`src/rtl/ps_inv_seq.sv`:
```
// ps_inv_seq -- sequential inverse ASCON substitution layer.
//
// Purpose:
//   Accepts one 320-bit ASCON state (five 64-bit words x0..x4). It maps each
//   5-bit column {x0[i],x1[i],x2[i],x3[i],x4[i]} through the inverse ASCON
//   S-box. COLS_PER_CYCLE columns are handled per clock, so a result takes
//   64/COLS_PER_CYCLE clocks. The result is held until the consumer takes it.
//
// Parameters:
//   COLS_PER_CYCLE  columns inverted per clock: 1, 2, 4, 8, 16, 32 or 64.
//
// Ports:
//   clock_i      single clock, rising edge
//   resetb_i     synchronous reset, active low
//   in_valid_i   state_i carries a state to invert
//   in_ready_o   block is idle and can accept a state
//   state_i      substituted state, ascon_pack layout (index 0 = x0)
//   out_valid_o  state_o holds a completed result
//   out_ready_i  consumer accepts state_o
//   state_o      inverse-substituted state (the working register)
//   busy_o       transformation in progress
//   err_o        self-check mismatch (constant 0 when the check is absent)
//
// Optional feature:
//   Define PS_INV_SELFCHECK_EN to enable the self-check. The input is kept in
//   a check register. On completion the forward S-box is applied to the
//   result and compared with that copy.

module ps_inv_seq #(
  parameter int COLS_PER_CYCLE = 8
) (
  input  logic             clock_i,
  input  logic             resetb_i,
  input  logic             in_valid_i,
  output logic             in_ready_o,
  input  logic [4:0][63:0] state_i,
  output logic             out_valid_o,
  input  logic             out_ready_i,
  output logic [4:0][63:0] state_o,
  output logic             busy_o,
  output logic             err_o
);

  localparam int GROUPS = 64 / COLS_PER_CYCLE;
  localparam int CNT_W  = (GROUPS > 1) ? $clog2(GROUPS) : 1;
  localparam logic [CNT_W-1:0] LAST_GRP = CNT_W'(GROUPS - 1);

  typedef enum logic [1:0] {IDLE, BUSY, DONE} fsm_t;

  function automatic logic [4:0] inv_sbox(input logic [4:0] x);
    logic [4:0] y;
    case (x)
      5'h00: y = 5'h14;  5'h01: y = 5'h1A;  5'h02: y = 5'h07;  5'h03: y = 5'h0D;
      5'h04: y = 5'h00;  5'h05: y = 5'h09;  5'h06: y = 5'h0E;  5'h07: y = 5'h12;
      5'h08: y = 5'h0A;  5'h09: y = 5'h06;  5'h0A: y = 5'h1D;  5'h0B: y = 5'h01;
      5'h0C: y = 5'h19;  5'h0D: y = 5'h15;  5'h0E: y = 5'h13;  5'h0F: y = 5'h1E;
      5'h10: y = 5'h18;  5'h11: y = 5'h16;  5'h12: y = 5'h0B;  5'h13: y = 5'h11;
      5'h14: y = 5'h03;  5'h15: y = 5'h05;  5'h16: y = 5'h1C;  5'h17: y = 5'h1F;
      5'h18: y = 5'h17;  5'h19: y = 5'h1B;  5'h1A: y = 5'h04;  5'h1B: y = 5'h08;
      5'h1C: y = 5'h0F;  5'h1D: y = 5'h0C;  5'h1E: y = 5'h10;  default: y = 5'h02;
    endcase
    return y;
  endfunction

  fsm_t             fsm_q, fsm_d;
  logic [CNT_W-1:0] cnt_q;
  logic [4:0][63:0] work_q;
  logic [4:0][63:0] work_d;
  logic             rst_done_q;
  logic             accept;
  logic             last_grp;
  logic [5:0]       col_base;
  logic [5:0]       idx;
  logic [4:0]       col;
  logic [4:0]       sub;

  assign accept   = in_valid_i && in_ready_o;
  assign last_grp = (fsm_q == BUSY) && (cnt_q == LAST_GRP);
  // When COLS_PER_CYCLE is 64 the product truncates to 0. This is the
  // required base, because the counter is always 0 in that case.
  assign col_base = 6'(cnt_q) * 6'(COLS_PER_CYCLE);

  // ---- FSM: state register ----
  always_ff @(posedge clock_i) begin
    if (!resetb_i) fsm_q <= IDLE;
    else           fsm_q <= fsm_d;
  end

  // ---- FSM: next state ----
  always_comb begin
    fsm_d = fsm_q;
    case (fsm_q)
      IDLE:    if (accept)      fsm_d = BUSY;
      BUSY:    if (last_grp)    fsm_d = DONE;
      DONE:    if (out_ready_i) fsm_d = IDLE;
      default:                  fsm_d = IDLE;
    endcase
  end

  // ---- FSM: outputs ----
  // in_ready_o also waits for the first clock after reset is released.
  always_comb begin
    in_ready_o  = (fsm_q == IDLE) && rst_done_q;
    busy_o      = (fsm_q == BUSY);
    out_valid_o = (fsm_q == DONE);
  end

  // ---- Stage: invert the current column group ----
  always_comb begin
    work_d = work_q;
    idx    = '0;
    col    = '0;
    sub    = '0;
    for (int j = 0; j < COLS_PER_CYCLE; j++) begin
      idx = col_base + 6'(j);
      col = {work_q[0][idx], work_q[1][idx], work_q[2][idx],
             work_q[3][idx], work_q[4][idx]};
      sub = inv_sbox(col);
      work_d[0][idx] = sub[4];
      work_d[1][idx] = sub[3];
      work_d[2][idx] = sub[2];
      work_d[3][idx] = sub[1];
      work_d[4][idx] = sub[0];
    end
  end

  // ---- Stage: working register and column counter ----
  always_ff @(posedge clock_i) begin
    if (!resetb_i) begin
      cnt_q      <= '0;
      work_q     <= '0;
      rst_done_q <= 1'b0;
    end else begin
      rst_done_q <= 1'b1;
      if (accept) begin
        work_q <= state_i;
        cnt_q  <= '0;
      end else if (fsm_q == BUSY) begin
        work_q <= work_d;
        cnt_q  <= cnt_q + 1'b1;
      end
    end
  end

  assign state_o = work_q;

`ifdef PS_INV_SELFCHECK_EN
  function automatic logic [4:0] fwd_sbox(input logic [4:0] x);
    logic [4:0] y;
    case (x)
      5'h00: y = 5'h04;  5'h01: y = 5'h0B;  5'h02: y = 5'h1F;  5'h03: y = 5'h14;
      5'h04: y = 5'h1A;  5'h05: y = 5'h15;  5'h06: y = 5'h09;  5'h07: y = 5'h02;
      5'h08: y = 5'h1B;  5'h09: y = 5'h05;  5'h0A: y = 5'h08;  5'h0B: y = 5'h12;
      5'h0C: y = 5'h1D;  5'h0D: y = 5'h03;  5'h0E: y = 5'h06;  5'h0F: y = 5'h1C;
      5'h10: y = 5'h1E;  5'h11: y = 5'h13;  5'h12: y = 5'h07;  5'h13: y = 5'h0E;
      5'h14: y = 5'h00;  5'h15: y = 5'h0D;  5'h16: y = 5'h11;  5'h17: y = 5'h18;
      5'h18: y = 5'h10;  5'h19: y = 5'h0C;  5'h1A: y = 5'h01;  5'h1B: y = 5'h19;
      5'h1C: y = 5'h16;  5'h1D: y = 5'h0A;  5'h1E: y = 5'h0F;  default: y = 5'h17;
    endcase
    return y;
  endfunction

  logic [4:0][63:0] chk_q;
  logic [4:0][63:0] fwd_res;
  logic [4:0]       fcol;
  logic             err_q;

  // Re-apply the forward layer to the final result. work_d is the value the
  // working register takes on the DONE-entry edge.
  always_comb begin
    fwd_res = '0;
    fcol    = '0;
    for (int i = 0; i < 64; i++) begin
      fcol = fwd_sbox({work_d[0][i], work_d[1][i], work_d[2][i],
                       work_d[3][i], work_d[4][i]});
      fwd_res[0][i] = fcol[4];
      fwd_res[1][i] = fcol[3];
      fwd_res[2][i] = fcol[2];
      fwd_res[3][i] = fcol[1];
      fwd_res[4][i] = fcol[0];
    end
  end

  // ---- Stage: check register and error flag ----
  always_ff @(posedge clock_i) begin
    if (!resetb_i) begin
      chk_q <= '0;
      err_q <= 1'b0;
    end else begin
      if (accept)   chk_q <= state_i;
      if (last_grp) err_q <= (fwd_res != chk_q);
    end
  end

  assign err_o = err_q;
`else
  assign err_o = 1'b0;
`endif

endmodule
```
`config.mk`:
```
export PLATFORM = sky130hd
export DESIGN_NAME = ps_inv_seq
export DESIGN_NICKNAME = d
export VERILOG_FILES = /design/src/rtl/ps_inv_seq.sv
export SDC_FILE = /design/constraint.sdc
export NUM_CORES = 1
export LEC_CHECK = 0
export CORE_AREA = 3 3 251 253
export DETAILED_ROUTE_END_ITERATION = 7
export DIE_AREA = 0 0 254 256
export GPL_ROUTABILITY_DRIVEN = 0
export SETUP_SLACK_MARGIN = 0.2
export SYNTH_ARGS = -nofsm -noshare
export SYNTH_HDL_FRONTEND = slang
export SYNTH_SLANG_ARGS = --single-unit
```
`constraint.sdc`:
```
create_clock -name clock_i -period 3.96 [get_ports clock_i]
set_clock_uncertainty 0.05 [all_clocks]
set_input_delay 0.594 -clock clock_i [delete_from_list [all_inputs] [get_ports clock_i]]
set_output_delay 0.594 -clock clock_i [all_outputs]
set_load 0.03 [all_outputs]
```
==> impl_summary.txt <==
----------------------------------------------------
[Outcome]
  Result of the run ... finished with violations
  Violations in the final reports ... DRC

[Placement]
  Estimated wirelength of the detail-placed design ... between 70000 and 80000 um
  Placed Instance Area ... 27350 um^2
  Count of port buffers added during placement ... 646

[Synth]
  Number of distinct library cells after synthesis ... around 100
  Count of flip-flops with a built-in enable after synthesis ... 0
  Synthesized netlist net count ... 2554
  Cell with the most instances after synthesis ... sky130_fd_sc_hd__dfxtp_1
  Cell count after synthesis ... 2180
  Portion of netlist area occupied by mux cells ... 0.1250
  Fraction of synthesized cell area in xor and xnor cells ... 0.008613
  Post-synthesis share of cell area spent on and, or, nand and nor gates ... 0.1203
  Cell accounting for the most synthesized area ... sky130_fd_sc_hd__dfxtp_1
  Synthesized-area fraction occupied by adder cells ... 0.03121
  Top cell type's share of synthesized area ... 0.3256
  Yosys warns ... 0
  Number of register bits inferred by synthesis ... approximately 330
  Post-synth design cell area ... 20050 um^2
  Post-synth ARST share ... 0
  Top_reg_cell synth ... sky130_fd_sc_hd__dfxtp_1
  Cells taking the most area after synthesis ... sky130_fd_sc_hd__dfxtp_1 33%, sky130_fd_sc_hd__a22o_1 12%, sky130_fd_sc_hd__mux4_2 4.3%, sky130_fd_sc_hd__nand2_1 4.2%, sky130_fd_sc_hd__mux2i_1 4.1%
  Largest family of logic cells by synthesized area ... compound AO/OA/AOI/OAI gates
  Compound-Gate Fraction of Synth Area ... 0.3310
  Sequential share of the synthesized area ... 0.3256
  Top cell types by occurrence after synthesis ... 326 x sky130_fd_sc_hd__dfxtp_1, 270 x sky130_fd_sc_hd__a22o_1, 225 x sky130_fd_sc_hd__nand2_1, 141 x sky130_fd_sc_hd__clkbuf_1, 108 x sky130_fd_sc_hd__o21ai_1
  Syn Area/Cell ... 9.196 um^2

[Final layout]
  Layout area overhead ... 43.68%
  Area of the multi-input gates ... 12480 um^2
  Layout cells sized above 1 ... 0.1211
  Total non-filler cell area in the finished layout ... 28800 um^2
  Nets ... between 3000 and 4000
  Register cell area after layout ... 6538 um^2
  Number of filler cells placed in the layout ... 5778

[Power and ir drop]
  Net switching share of the total power ... 0.3550
  Share of power burned in registers ... 0.329
  Switching component of the power ... 3983 uW
  Combinational cell fraction of total power ... 0.331
  Worst VDD drop ... between 200 and 300 uV
  Internal power consumption ... approximately 7200 uW
  Clock power share ... 0.340
  Cell leakage power ... 0.01044 uW
  Power density over the cells ... 389.5 nW/um^2

[Die]
  Die extent in y ... 256 um
  Number of rows in the core area ... 91
  Area of the die ... roughly 65000 um^2
  Die Width ... 254 um
  Floorplan core area ... about 60000 um^2
  Number of primary I/O pins ... 648
  Starting density of the core ... 0.3273

[Drt]
  Post-route DRC ... 4
  Detailed-route vias per instance ... just over 6
  Remaining antenna violation count ... 0
  Post-DR wirelength/cell ... 30.08 um
  Count of TritonRoute iterations in the first routing pass ... 8
  Vias after detailed routing ... 22164
  First DRT Iteration DRCs ... roughly 2600
  Final wirelength ... 107900 um

[Clock tree]
  Hold_buf cts ... 0
  Clock tree root driver cell ... sky130_fd_sc_hd__clkbuf_16
  Number of H-tree branching levels ... 2
  Clock latency reported for the late side of the worst-skew pair ... roughly 570 ps
  Clock Sink Count ... between 300 and 400
  Clock-pin slew reported for the worst setup and hold paths after clock tree synthesis ... 60 ps
  Clock Tree Buf Depth ... 3
  Clock tree from TritonCTS ... done
  Number of buffers created by CTS ... 39

[Setup path]
  Crit-path max cell delay ... between 600 and 700 ps
  Critical path capture point type ... register
  Slack of the worst reg-to-reg path ... 340 ps
  Reg2Reg Capture Point ... state_o[136]$_SDFFE_PN0P_
  Cell-by-cell trace of the critical path ... buf_12, nand2_1, o22ai_1, nor2_2, a211oi_1, a311oi_1, mux2i_2, a22o_1
  Standard cell with the maximum stage delay on the critical path ... sky130_fd_sc_hd__o22ai_1
  Source of the critical timing path ... cnt_q[0]$_SDFFE_PP0P_
  Reg2Reg Launch Point ... cnt_q[0]$_SDFFE_PP0P_
  Crit path kind ... register to register
  Kind of launch point of the worst setup path ... register
  Maximum fanout along the worst path ... between 40 and 50
  Timing endpoint of the critical path ... state_o[136]$_SDFFE_PN0P_
  Worst R2R Path Depth ... 8
  Worst EP required ... 4420 ps
  Critical path data arrival time ... 4070 ps

[STA]
  Relative slew margins ... 0.1703
  RSZ-0062 raised after global routing ... no
  Maximum clock frequency ... 0.2764 GHz
  Number of max-slew violations in the final report ... 0
  Count of endpoints failing hold in the final timing report ... 0
  Post-Route Setup TNS ... 0 ps
  Transition time at the pin with the least slew margin ... 1242 ps
  Final worst path period need ... between 3000 and 4000 ps
  Final clock period utilization by the worst path ... 0.9135
  # setup viols final ... 0

[Global routing]
  Global-route wire length before repair ... 152300 um
  Pin count of the biggest net entering global routing ... 186
  GRT met2 Usage ... 0.5193
  Vias in the first global route ... between 20000 and 25000
  Busiest layer in global routing ... met2
  Antenna violations before repair ... 19
  Grt total ovfl ... 0
  Global-route met3 utilization ... 0.06148
  Total global-route track usage ... 0.3136
  GR Util met1 ... 0.4065

[Worst hold path]
  Class of the tightest hold or removal check ... input pin to register

[Run]
  Count of maximum capacitance violations ... 0

----------------------------------------------------
metrics by stage:
| stage | total power, uW | std cells | utilization | hold WS, ps | setup slack [ps] |
|---|---|---|---|---|---|
| floorplan | 5796 | 2180 | - | 551.7 | 921.7 |
| global placement | 7345 | 3496 | 0.4465 | 506.9 | 377.6 |
| detailed placement | 7390 | 3496 | 0.4465 | 525.4 | 252.5 |
| CTS | 11190 | 3566 | 0.4683 | 447.3 | 246.8 |
| global route | 11560 | 3583 | 0.4700 | 517.5 | 255.9 |
| finish | 11220 | 3587 | 0.4702 | 503.5 | 342.4 |
cells by family after synthesis:
group,count (synthesis)
other cells,1
mux,175
simple gates,507
fa+ha+maj,50
compound gates,861
flops,326
buf+inv,245
xor+xnor,15
repair_timing:
action,in CTS,in global routing
setup endpoints to repair,0,56
gates resized for setup,0,2
setup buffers,0,6
endpoints found under the hold margin,0,0
layout make-up:
class                      count  share of cell area
sequential                   326              0.2270
antenna                       15            0.001303
timing repair buffer         739              0.2529
clock inverter                16            0.007863
inverter                      38            0.005126
clock buffer                  54             0.03836
multi-input combinational   1609              0.4331
tap                          790             0.03432
power groups by stage:
stage          Sequential (uW)  Combinational [uW]  Clock (uW)
2_1_floorplan             4020                1780           0
4_1_cts                   3690                3650        3850
5_1_grt                   3700                3890        3970
3_3_place_gp              3760                3590           0
6_report                  3690                3710        3810
3_5_place_dp              3760                3630           0
worst min-delay path by stage:
stage,slack (ps),cells after the start,endpoint,from
2_1_floorplan,550,3,cnt_q[2]$_SDFFE_PP0P_,cnt_q[2]$_SDFFE_PP0P_
6_report,500,3,state_o[67]$_SDFFE_PN0P_,resetb_i
3_5_place_dp,530,2,state_o[225]$_SDFFE_PN0P_,state_o[225]$_SDFFE_PN0P_
5_1_grt,520,3,state_o[171]$_SDFFE_PN0P_,resetb_i
4_1_cts,450,3,state_o[67]$_SDFFE_PN0P_,resetb_i
3_3_place_gp,510,2,state_o[42]$_SDFFE_PN0P_,state_o[42]$_SDFFE_PN0P_
per-layer routing:
layer  up-vias  wire length (um)
met5         -                27
met4         4              3619
met3       248             10310
met2      1512             50970
met1     10847             42980
li1       9553                 -
sequential cells by signal (all words and copies together), names as in the netlist:
signal      cells
state_o       320
cnt_q           3
fsm_q           2
rst_done_q      1
layout by cell type, fill, tap and decap left out, types with 28 or more instances in the layout:
master,n
sky130_fd_sc_hd__a21boi_1,45
sky130_fd_sc_hd__a22o_1,270
sky130_fd_sc_hd__a22oi_1,89
sky130_fd_sc_hd__and2_1,45
sky130_fd_sc_hd__buf_4,84
sky130_fd_sc_hd__clkbuf_16,41
sky130_fd_sc_hd__clkdlybuf4s50_1,645
sky130_fd_sc_hd__dfxtp_1,323
sky130_fd_sc_hd__ha_1,50
sky130_fd_sc_hd__inv_1,28
sky130_fd_sc_hd__mux2i_1,82
sky130_fd_sc_hd__mux4_2,38
sky130_fd_sc_hd__nand2_1,217
sky130_fd_sc_hd__nor2_1,66
sky130_fd_sc_hd__nor3_1,31
sky130_fd_sc_hd__o21ai_0,81
sky130_fd_sc_hd__o21ai_1,108
critical path, delay by kind of cell, from the launching register on:
kind | cells | cell delay [ps]
compound gates | 4 | 1240
mux | 1 | 570
simple gates | 2 | 710
flops | 1 | 570
buf+inv | 1 | 320
No activity file was read; power rests on OpenSTA's default activity.
